==> src/rtl/ps2_key_decoder.sv <==
// Decodes PS/2 set-2 make/break/E0 byte streams from the ps2_keyboard FIFO into key state and a BCD press count.
// Latency: outputs update on the edge ending POP, two cycles after ready is sampled in IDLE; one byte per 2+POP_GAP cycles.
// Backpressure: pops only when ready=1 in IDLE, one nextdata_n low cycle per byte; ascii output enabled by PS2_DECODER_ASCII_EN.
module ps2_key_decoder #(
  parameter int unsigned POP_GAP      = 1,
  parameter int unsigned COUNT_REPEAT = 0
) (
  input  logic       clk,
  input  logic       clrn,
  input  logic [7:0] data,
  input  logic       ready,
  input  logic       overflow,
  output logic       nextdata_n,
  output logic [7:0] key_code,
  output logic       key_ext,
  output logic       key_down,
  output logic       key_event,
  output logic [7:0] count_bcd,
  output logic       err
`ifdef PS2_DECODER_ASCII_EN
  , output logic [7:0] ascii
`endif
);

  typedef enum logic [1:0] {ST_IDLE, ST_POP, ST_GAP} state_t;

  localparam logic [2:0] GAP_LAST = 3'(POP_GAP - 1);

  state_t     state_q, state_d;
  logic [7:0] byte_q, byte_d;
  logic [2:0] gap_cnt_q, gap_cnt_d;
  logic       nextdata_n_q, nextdata_n_d;
  logic [7:0] key_code_q, key_code_d;
  logic       key_ext_q, key_ext_d;
  logic       key_down_q, key_down_d;
  logic       key_event_q, key_event_d;
  logic [7:0] count_q, count_d;
  logic       err_q, err_d;
  logic       brk_pend_q, brk_pend_d;
  logic       ext_pend_q, ext_pend_d;
  logic       count_make;
  logic       same_key;
`ifdef PS2_DECODER_ASCII_EN
  logic [7:0] ascii_q, ascii_d;
`endif

  function automatic logic [7:0] bcd_inc(input logic [7:0] v);
    logic [3:0] lo;
    logic [3:0] hi;
    lo = v[3:0];
    hi = v[7:4];
    if (lo == 4'd9) begin
      lo = 4'd0;
      hi = (hi == 4'd9) ? 4'd0 : hi + 4'd1;
    end else begin
      lo = lo + 4'd1;
    end
    return {hi, lo};
  endfunction

`ifdef PS2_DECODER_ASCII_EN
  function automatic logic [7:0] ascii_of(input logic [7:0] sc);
    case (sc)
      8'h1C: return 8'h61; 8'h32: return 8'h62; 8'h21: return 8'h63; 8'h23: return 8'h64;
      8'h24: return 8'h65; 8'h2B: return 8'h66; 8'h34: return 8'h67; 8'h33: return 8'h68;
      8'h43: return 8'h69; 8'h3B: return 8'h6A; 8'h42: return 8'h6B; 8'h4B: return 8'h6C;
      8'h3A: return 8'h6D; 8'h31: return 8'h6E; 8'h44: return 8'h6F; 8'h4D: return 8'h70;
      8'h15: return 8'h71; 8'h2D: return 8'h72; 8'h1B: return 8'h73; 8'h2C: return 8'h74;
      8'h3C: return 8'h75; 8'h2A: return 8'h76; 8'h1D: return 8'h77; 8'h22: return 8'h78;
      8'h35: return 8'h79; 8'h1A: return 8'h7A;
      8'h45: return 8'h30; 8'h16: return 8'h31; 8'h1E: return 8'h32; 8'h26: return 8'h33;
      8'h25: return 8'h34; 8'h2E: return 8'h35; 8'h36: return 8'h36; 8'h3D: return 8'h37;
      8'h3E: return 8'h38; 8'h46: return 8'h39;
      default: return 8'h00;
    endcase
  endfunction
`endif

  // Pop handshake sequencing and scan-code decode; every output is taken from a flop.
  always_comb begin
    state_d      = state_q;
    byte_d       = byte_q;
    gap_cnt_d    = gap_cnt_q;
    nextdata_n_d = nextdata_n_q;
    key_code_d   = key_code_q;
    key_ext_d    = key_ext_q;
    key_down_d   = key_down_q;
    key_event_d  = 1'b0;
    count_d      = count_q;
    err_d        = err_q | overflow;
    brk_pend_d   = brk_pend_q;
    ext_pend_d   = ext_pend_q;
    count_make   = 1'b0;
    same_key     = (byte_q == key_code_q) && (ext_pend_q == key_ext_q);
`ifdef PS2_DECODER_ASCII_EN
    ascii_d      = ascii_q;
`endif
    case (state_q)
      ST_IDLE: begin
        if (ready) begin
          byte_d       = data;
          nextdata_n_d = 1'b0;
          state_d      = ST_POP;
        end
      end
      ST_POP: begin
        nextdata_n_d = 1'b1;
        gap_cnt_d    = '0;
        state_d      = ST_GAP;
        if (byte_q == 8'hE0) begin
          ext_pend_d = 1'b1;
        end else if (byte_q == 8'hF0) begin
          brk_pend_d = 1'b1;
        end else if (brk_pend_q) begin
          // Release only counts when it names the held key including its E0 flavour.
          if (same_key) key_down_d = 1'b0;
          brk_pend_d = 1'b0;
          ext_pend_d = 1'b0;
        end else begin
          if (key_down_q && same_key) begin
            // Typematic repeat of the held key.
            count_make = (COUNT_REPEAT != 0);
          end else begin
            key_code_d = byte_q;
            key_ext_d  = ext_pend_q;
            key_down_d = 1'b1;
            count_make = 1'b1;
`ifdef PS2_DECODER_ASCII_EN
            ascii_d    = ext_pend_q ? 8'h00 : ascii_of(byte_q);
`endif
          end
          brk_pend_d = 1'b0;
          ext_pend_d = 1'b0;
        end
        if (count_make) begin
          key_event_d = 1'b1;
          count_d     = bcd_inc(count_q);
        end
      end
      ST_GAP: begin
        // Let the keyboard FIFO settle its head/ready after the pop.
        if (gap_cnt_q == GAP_LAST) state_d = ST_IDLE;
        else gap_cnt_d = gap_cnt_q + 3'd1;
      end
      default: state_d = ST_IDLE;
    endcase
  end

  // State and output registers; reset discards any pending prefix.
  always_ff @(posedge clk or negedge clrn) begin
    if (!clrn) begin
      state_q      <= ST_IDLE;
      byte_q       <= 8'h00;
      gap_cnt_q    <= 3'd0;
      nextdata_n_q <= 1'b1;
      key_code_q   <= 8'h00;
      key_ext_q    <= 1'b0;
      key_down_q   <= 1'b0;
      key_event_q  <= 1'b0;
      count_q      <= 8'h00;
      err_q        <= 1'b0;
      brk_pend_q   <= 1'b0;
      ext_pend_q   <= 1'b0;
`ifdef PS2_DECODER_ASCII_EN
      ascii_q      <= 8'h00;
`endif
    end else begin
      state_q      <= state_d;
      byte_q       <= byte_d;
      gap_cnt_q    <= gap_cnt_d;
      nextdata_n_q <= nextdata_n_d;
      key_code_q   <= key_code_d;
      key_ext_q    <= key_ext_d;
      key_down_q   <= key_down_d;
      key_event_q  <= key_event_d;
      count_q      <= count_d;
      err_q        <= err_d;
      brk_pend_q   <= brk_pend_d;
      ext_pend_q   <= ext_pend_d;
`ifdef PS2_DECODER_ASCII_EN
      ascii_q      <= ascii_d;
`endif
    end
  end

  assign nextdata_n = nextdata_n_q;
  assign key_code   = key_code_q;
  assign key_ext    = key_ext_q;
  assign key_down   = key_down_q;
  assign key_event  = key_event_q;
  assign count_bcd  = count_q;
  assign err        = err_q;
`ifdef PS2_DECODER_ASCII_EN
  assign ascii      = ascii_q;
`endif

endmodule

==> config.mk <==
export PLATFORM = sky130hd
export DESIGN_NAME = ps2_key_decoder
export DESIGN_NICKNAME = d
export VERILOG_FILES = /design/src/rtl/ps2_key_decoder.sv
export SDC_FILE = /design/constraint.sdc
export NUM_CORES = 1
export LEC_CHECK = 0
export BUFFER_PORTS_ARGS = -buffer_cell sky130_fd_sc_hd__buf_4
export CAP_MARGIN = 5
export CORE_MARGIN = 4
export CORE_UTILIZATION = 49
export CTS_CLUSTER_DIAMETER = 30
export DETAILED_ROUTE_END_ITERATION = 8
export HOLD_SLACK_MARGIN = 0.12
export PLACE_DENSITY_LB_ADDON = 0.1
export SLEW_MARGIN = 40
export SYNTH_ARGS = -nofsm -noshare
export SYNTH_HDL_FRONTEND = slang
export SYNTH_SLANG_ARGS = --single-unit
==> constraint.sdc <==
create_clock -name clk -period 1.81 [get_ports clk]
set_input_delay 0.2715 -clock clk [delete_from_list [all_inputs] [get_ports clk]]
set_output_delay 0.2715 -clock clk [all_outputs]
set_load 0.01 [all_outputs]
==> results of run 1 <==
-- Yosys cell counts --
library cell / n / area, µm²
a21bo_2: 1 / 10.01
buf_12: 1 / 20.02
nor2b_1: 5 / 31.28
o21ai_0: 3 / 15.01
ha_1: 2 / 25.02
and4_1: 1 / 8.760
nand4_1: 3 / 18.77
nand2b_1: 2 / 12.51
nor2_1: 10 / 37.54
a21oi_2: 1 / 8.760
mux2_2: 11 / 123.9
nand2_1: 10 / 37.54
inv_1: 6 / 22.52
xor2_1: 11 / 96.34
buf_2: 1 / 5.000
mux2i_1: 1 / 10.01
a21oi_1: 3 / 15.01
or3_1: 1 / 6.260
mux2_4: 8 / 120.1
nor4_2: 1 / 12.51
nor3_1: 5 / 25.02
or2_2: 1 / 6.260
xnor2_1: 2 / 17.52
nand3_1: 2 / 10.01
o22ai_1: 2 / 12.51
nor4_1: 3 / 18.77
and4b_1: 1 / 10.01
nand3b_1: 2 / 15.01
a41o_1: 1 / 10.01
o211ai_1: 1 / 7.510
buf_6: 1 / 11.26
o41ai_1: 1 / 8.760
and3b_1: 1 / 8.760
dfstp_2: 1 / 26.28
nand2b_4: 1 / 13.76
dfrtp_1: 35 / 875.8
a211o_1: 1 / 8.760
nor2_4: 1 / 11.26
-- cell usage in the layout, fill, tap and decap left out, types with 2 or more instances in the layout --
cell type and count:
buf_4 50, dfrtp_1 35, xor2_1 10, nand2_1 10, mux2_4 10, nor2_1 9, mux2_2 9, inv_1 6
nor2b_1 5, clkbuf_4 5, nor3_1 4, a21oi_1 3, o21ai_0 3, nand4_1 3, nor4_1 3, nand2b_1 2
nor2_4 2, o22ai_1 2, nand3b_1 2, ha_1 2, clkbuf_8 2, dlygate4sd3_1 2, buf_6 2
-- final timing paths --
check                           depth (start not counted)      endpoint       from  slack (ns)
worst max-delay path                                    6  count_bcd[5]  byte_q[7]        0.02
max in group asynchronous                               2    nextdata_n       clrn        1.02
worst min register to register                          1           err        err        0.49
worst max register to register                          6  count_bcd[5]  byte_q[7]        0.02
min in group asynchronous                               2  gap_cnt_q[0]       clrn        0.41
worst min-delay path                                    2     byte_q[5]    data[5]        0.16
-- power by group through the flow --
stage	Sequential, W	Combinational (W)	Clock (W)
after floorplan	0.00137	0.000625	0
after global placement	0.00131	0.00115	0
after detailed placement	0.00134	0.00117	0
after CTS	0.00132	0.00120	0.000644
after global routing	0.00136	0.00149	0.000693
final	0.00132	0.00137	0.000628
-- layer usage --
layer,vias to the layer above,global-route usage [%]
met1,633,20.79
met5,-,0
met2,33,30.13
met3,5,5.491
met4,0,6.076
li1,622,-
-- metrics by stage --
| step | worst slack [ns] | utilization (%) | total power, W | instances |
|---|---|---|---|---|
| 6_report | 0.01851 | 68.59 | 0.003315 | 250 |
| 5_1_grt | -0.08016 | 68.59 | 0.003542 | 250 |
| 4_1_cts | -0.008677 | 64.49 | 0.003163 | 239 |
| 3_5_place_dp | 0.001651 | 60.87 | 0.002507 | 228 |
| 3_3_place_gp | -0.0009807 | 60.87 | 0.002462 | 228 |
| 2_1_floorplan | -0.01365 | - | 0.001999 | 144 |
-- cell families (layout without fill, tap and decap cells) --
family | count (synthesis) | after routing
adders and majority gates | 2 | 2
and+or+nand+nor | 50 | 51
DFF | 36 | 36
AOI/OAI and AO/OA | 14 | 14
muxes | 20 | 20
xor gates and xnor gates | 13 | 13
buffers and inverters | 9 | 68
-- final cells by class --
class | instances | area, µm²
clock inverter | 1 | 30.03
multi-input combinational | 100 | 829.5
tap | 46 | 57.56
sequential | 36 | 902.1
timing repair buffer | 54 | 417.9
inverter | 6 | 22.52
fill | 269 | 1065
clock buffer | 7 | 65.06
-- timing repair --
action / 4_1_cts / 5_1_grt
gates resized for setup: 0 / 12
pin swaps: 2 / 9
hold buffers: 2 / 0
cloned: 0 / 1
buffers inserted: 1 / 10
endpoints found under the hold margin: 36 / 0
endpoints found under the setup margin: 2 / 16
-- sequential cells by signal, indices dropped and copies added (netlist names) --
name        cells
nextdata_n      1
gap_cnt_q       3
byte_q          8
key_ext         1
count_bcd       8
key_down        1
key_code        8
key_event       1
brk_pend_q      1
state_q         2
err             1
ext_pend_q      1
-- worst max-delay path: stages (launching register included) --
cell and delay (ns):
dfrtp_1 0.42, and4b_1 0.23, a21oi_2 0.21, buf_4 0.17, nor2b_1 0.21, nand4_1 0.14
mux2_4 0.32
==> key figures, run 1 <==
Outcome
  – Status: complete, no violations

Floorplan
  – Die ar.: 4555 µm²
  – Initial core utilization: 51.16%
  – Horiz. Die Dim: 67.49 µm
  – Core ar.: 3390 µm²
  – Ports: 33
  – Die height: 67.49 µm
  – Cell row count: 21

Cells and area
  – Area Overhead vs Synth: 34.05%
  – N_diodes: 0
  – Final net count: 217
  – Share of cells above drive strength 1: 46.08%
  – Fin area: 2325 µm²

Timing
  – Final setup fails: 0
  – Worst-margin pin slew: 0.4568 ns
  – RSZ-0062 raised after global routing: yes
  – Worst hold slack: 0.1583 ns
  – Slew margin rel.: 69.55%
  – Final min period: 1.791 ns
  – Final period util: 98.98%
  – Max Transition Viols Final: 0
  – Setup Skew: 0.01998 ns
  – Fin. Hold Viols: 0
  – Setup Total Neg Slack: 0 ns
  – Top achievable clock speed: 0.5582 GHz

Route
  – Vias per cell: 5.172
  – WL/cell: 14.21 µm
  – Max Used Layer: met4
  – DRC Markers: 0
  – Routed met2 length: 1892 µm
  – Final WL: 3552 µm
  – Via count: 1293
  – DR iter-0 viols: 80
  – TritonRoute pass-1 iters: 4
  – Final ANT Viol Nets: 0
  – Met1 wire length: 1445 µm
  – Met3 WL: 181 µm

Power
  – Static Leak: 1.101 nW
  – NetSw: 0.001110 W
  – Maximum VDD drop: 0.7722 mV
  – Internal Power: 0.002205 W
  – Share of power burned in registers: 39.8%
  – Pwr dens: 1426 nW/µm²
  – Gate power share: 41.3%
  – Sw Ratio: 33.49%
  – Clk network pwr share: 18.9%

Critical path
  – Worst-path fanout max: 5
  – CP Data Required Time: 2.05 ns
  – Crit end category: register
  – Crit path launch type: register
  – Critical path class: reg2reg
  – Crit path DAT: 2.03 ns

Logic synthesis
  – Synth Area in Simple Gates: 16.38%
  – Synth Register Bits: 36
  – Count of cell types in the netlist: 38
  – Post-Syn Nets: 158
  – Gate Count Post-Synth: 144
  – Post-Synth Adder-Cell Area: 1.443%
  – Synth Area in XOR/XNOR: 6.566%
  – Yosys warns: 0
  – Proportion of synthesized area in mux cells: 14.65%
  – Main combinational cell family by area after synthesis: simple AND/OR/NAND/NOR gates
  – Sequential area share after synthesis: 52.02%
  – Compound-Gate Fraction of Synth Area: 5.556%
  – Syn avg cell area: 12.04 µm²
  – Synthesized area: 1734 µm²

Clock tree
  – Root Driver: clkbuf_4
  – Clk sinks: 36
  – Clock transition at path regs: 0.11 ns
  – TritonCTS clock tree: done
  – Num CTS Buffers: 5
  – Clock Path Buffers: 2
  – H-tree levels: 2
  – Worst-Skew Late Latency: 0.34 ns

GRT
  – Total global-route track usage: 17.62%
  – Largest net degree at the start of global routing: 37
  – First-pass GRT wire length: 5899 µm
  – Initial antenna violation count: 0
  – Number of global-route vias before repair: 1313
  – GRT Residual Overflow: 0

Job
  – Maxcap violations: 0

Worst hold path
  – HP Class: in2reg

Placed design
  – DP Area: 2063 µm²
  – Buffers added on ports: 32
  – HPWL Detailed: 2488 µm
  – Placer Congestion: 0.7358
Power figures use the tool's default switching activity.
==> inputs of run 2 (changes only) <==
--- a/config.mk
+++ b/config.mk
@@ -9,7 +9,7 @@
 export CAP_MARGIN = 5
 export CORE_MARGIN = 4
 export CORE_UTILIZATION = 49
-export CTS_CLUSTER_DIAMETER = 30
+export CTS_CLUSTER_DIAMETER = 50
 export DETAILED_ROUTE_END_ITERATION = 8
 export HOLD_SLACK_MARGIN = 0.12
 export PLACE_DENSITY_LB_ADDON = 0.1
==> constraint.sdc (replaced) <==
create_clock -name clk -period 1.5 [get_ports clk]
set_input_delay 0.225 -clock clk [delete_from_list [all_inputs] [get_ports clk]]
set_output_delay 0.225 -clock clk [all_outputs]
set_load 0.01 [all_outputs]
==> key figures, run 2 (same netlist as run 1, synthesis figures left out) <==
Cells and area
  – Fill cells: 240 (-11%)
  – Final net count: 243 (+12%)
  – Final Core Density: 74.12% (+5.5 points)
  – Area Overhead vs Synth: 44.88%
  – Share of cells above drive strength 1: 48.47% (+2.4 points)
  – Commonest non-fill, non-tap cell in the layout: buf_4
  – Sequential cell area: 902.1 µm² (unchanged)
  – N_diodes: 0 (unchanged)
  – Most frequent cells in the layout: 67 x buf_4, 35 x dfrtp_1, 11 x xor2_1
  – Multi-input gate area: 827.0 µm² (-0.30%)
  – Fin area: 2512 µm² (+8.1%)

Timing
  – Slew margin rel.: 70.13% (+0.58 points)
  – Top achievable clock speed: 0.5509 GHz (-1.3%)
  – Setup Skew: 0.01522 ns (-0.004756 ns)
  – RSZ-0062 raised after global routing: yes
  – Final worst slack: -0.3152 ns (-0.3337 ns)
  – Final setup fails: 18 (+18)
  – Final period util: 121.0% (+22 points)
  – Worst-margin pin slew: 0.4481 ns (-0.008724 ns)
  – Fin. Hold Viols: 0 (unchanged)
  – Final min period: 1.815 ns (+0.02369 ns)
  – Setup Total Neg Slack: -4.486 ns (-4.486 ns)
  – Worst hold slack: 0.1337 ns (-0.02457 ns)
  – Max Transition Viols Final: 0 (unchanged)

Outcome
  – Status: complete, but fails checks
  – Failing checks: negative setup slack

Route
  – Final WL: 3845 µm (+8.2%)
  – DRC Markers: 0 (unchanged)
  – WL/cell: 13.98 µm (-1.6%)
  – TritonRoute pass-1 iters: 4 (unchanged)
  – DR iter-0 viols: 130 (+63%)
  – Vias per cell: 5.033 (-2.7%)
  – Final ANT Viol Nets: 0 (unchanged)
  – Via count: 1384 (+7.0%)

Critical path
  – Worst-path fanout max: 5 (unchanged)
  – Worst path bufs/invs: 2 (+1)
  – CP Cell Sequence: xor2_1 -> nor4_2 -> buf_4 -> and4_4 -> nor2_4 -> buf_6 -> mux2_4
  – CP top delay family: simple AND/OR/NAND/NOR gates
  – Crit end category: register
  – Critical path class: reg2reg
  – Critical path's slowest cell: dfrtp_1
  – CP max stage delay: 0.41 ns (about the same)
  – CP Data Required Time: 1.73 ns (-0.32 ns)
  – Crit path DAT: 2.05 ns (+0.02 ns)
  – Crit path launch type: register

Clock tree
  – Clock transition at path regs: 0.11 ns (about the same)
  – Clock Path Buffers: 2 (unchanged)
  – H-tree levels: 2 (unchanged)
  – Worst-Skew Late Latency: 0.35 ns (about the same)
  – Root Driver: clkbuf_4
  – Num CTS Buffers: 5 (unchanged)
  – Clk sinks: 36 (unchanged)
  – TritonCTS clock tree: done

Placed design
  – DP Worst Slack: -0.3457 ns (-0.3473 ns)
  – DP Area: 2258 µm² (+9.5%)
  – Buffers added on ports: 32 (unchanged)
  – HPWL Detailed: 2711 µm (+9.0%)
  – Placer Congestion: 0.8244 (+12%)

Power
  – Static Leak: 1.207 nW (+9.7%)
  – Maximum VDD drop: 1.079 mV (+40%)
  – Pwr dens: 1607 nW/µm² (+13%)
  – Sw Ratio: 34.28% (+0.79 points)
  – Clk network pwr share: 12.0% (-6.9 points)
  – Gate power share: 50.5% (+9.2 points)
  – Share of power burned in registers: 37.5% (-2.3 points)
  – Internal Power: 0.002653 W (+20%)
  – NetSw: 0.001384 W (+25%)

Floorplan
  – Die ar.: 4555 µm² (unchanged)
  – Cell row count: 21 (unchanged)
  – Initial core utilization: 51.16% (unchanged)
  – Die height: 67.49 µm (unchanged)
  – Horiz. Die Dim: 67.49 µm (unchanged)
  – Core ar.: 3390 µm² (unchanged)
  – Ports: 33 (unchanged)

Worst hold path
  – HP Class: in2reg

GRT
  – Largest net degree at the start of global routing: 37 (unchanged)
  – Initial antenna violation count: 0 (unchanged)
  – GRT Residual Overflow: 0 (unchanged)
  – Number of global-route vias before repair: 1521 (+16%)
  – First-pass GRT wire length: 6837 µm (+16%)
  – Total global-route track usage: 20.32% (+2.7 points)

Job
  – Maxcap violations: 0 (unchanged)
run 2: final timing paths:
path | slack, ns | startpoint | depth (start not counted) | end
worst max-delay path | -0.32 | key_ext | 7 | key_code[5]
min in group asynchronous | 0.36 | clrn | 2 | count_bcd[6]
max in group asynchronous | 0.78 | clrn | 2 | nextdata_n
worst min-delay path | 0.13 | ready | 4 | nextdata_n
worst max register to register | -0.32 | key_ext | 7 | key_code[5]
worst min register to register | 0.46 | nextdata_n | 2 | nextdata_n
run 2: layer usage:
layer	up-vias	global-route usage, %	wire, µm
li1	671	-	-
met1	677	24.60	1595
met2	30	34.87	2031
met3	6	5.824	170
met4	0	6.076	47
met5	-	0	0
run 2: tightest hold or removal path, stage by stage:
cell and delay, ns:
buf_4 0.08, nand2_1 0.06, nand2_1 0.07, nand2_1 0.04
run 2: timing repair:
action | CTS | global route
endpoints found under the setup margin | 18 | 19
endpoints found under the hold margin | 44 | 0
setup buffers | 6 | 2
gates cloned | 0 | 0
hold buffers | 10 | 0
pin swaps | 5 | 0
gates resized for setup | 10 | 1
run 2: cell type report:
type / count / area share (%)
Tap cell: 46 / 2.291
Clock buffer: 6 / 1.643
Timing Repair Buffer: 81 / 26.15
Inverter: 6 / 0.8964
Sequential cell: 36 / 35.91
Multi-Input combinational cell: 99 / 32.92
Clock inverter: 1 / 0.1992
run 2: power by group through the flow:
stage	Combinational [W]	Sequential (W)	Clock, W
CTS	0.00203	0.00151	0.000502
global route	0.00223	0.00155	0.000553
floorplan	0.000781	0.00166	0
global placement	0.00185	0.00151	0
detailed placement	0.00189	0.00153	0
finish	0.00204	0.00151	0.000484
run 2: stage by stage:
step	power [W]	instances
5_1_grt	0.004336	275
3_5_place_dp	0.003415	250
4_1_cts	0.004045	273
3_3_place_gp	0.003358	250
6_report	0.004037	275
2_1_floorplan	0.002440	144
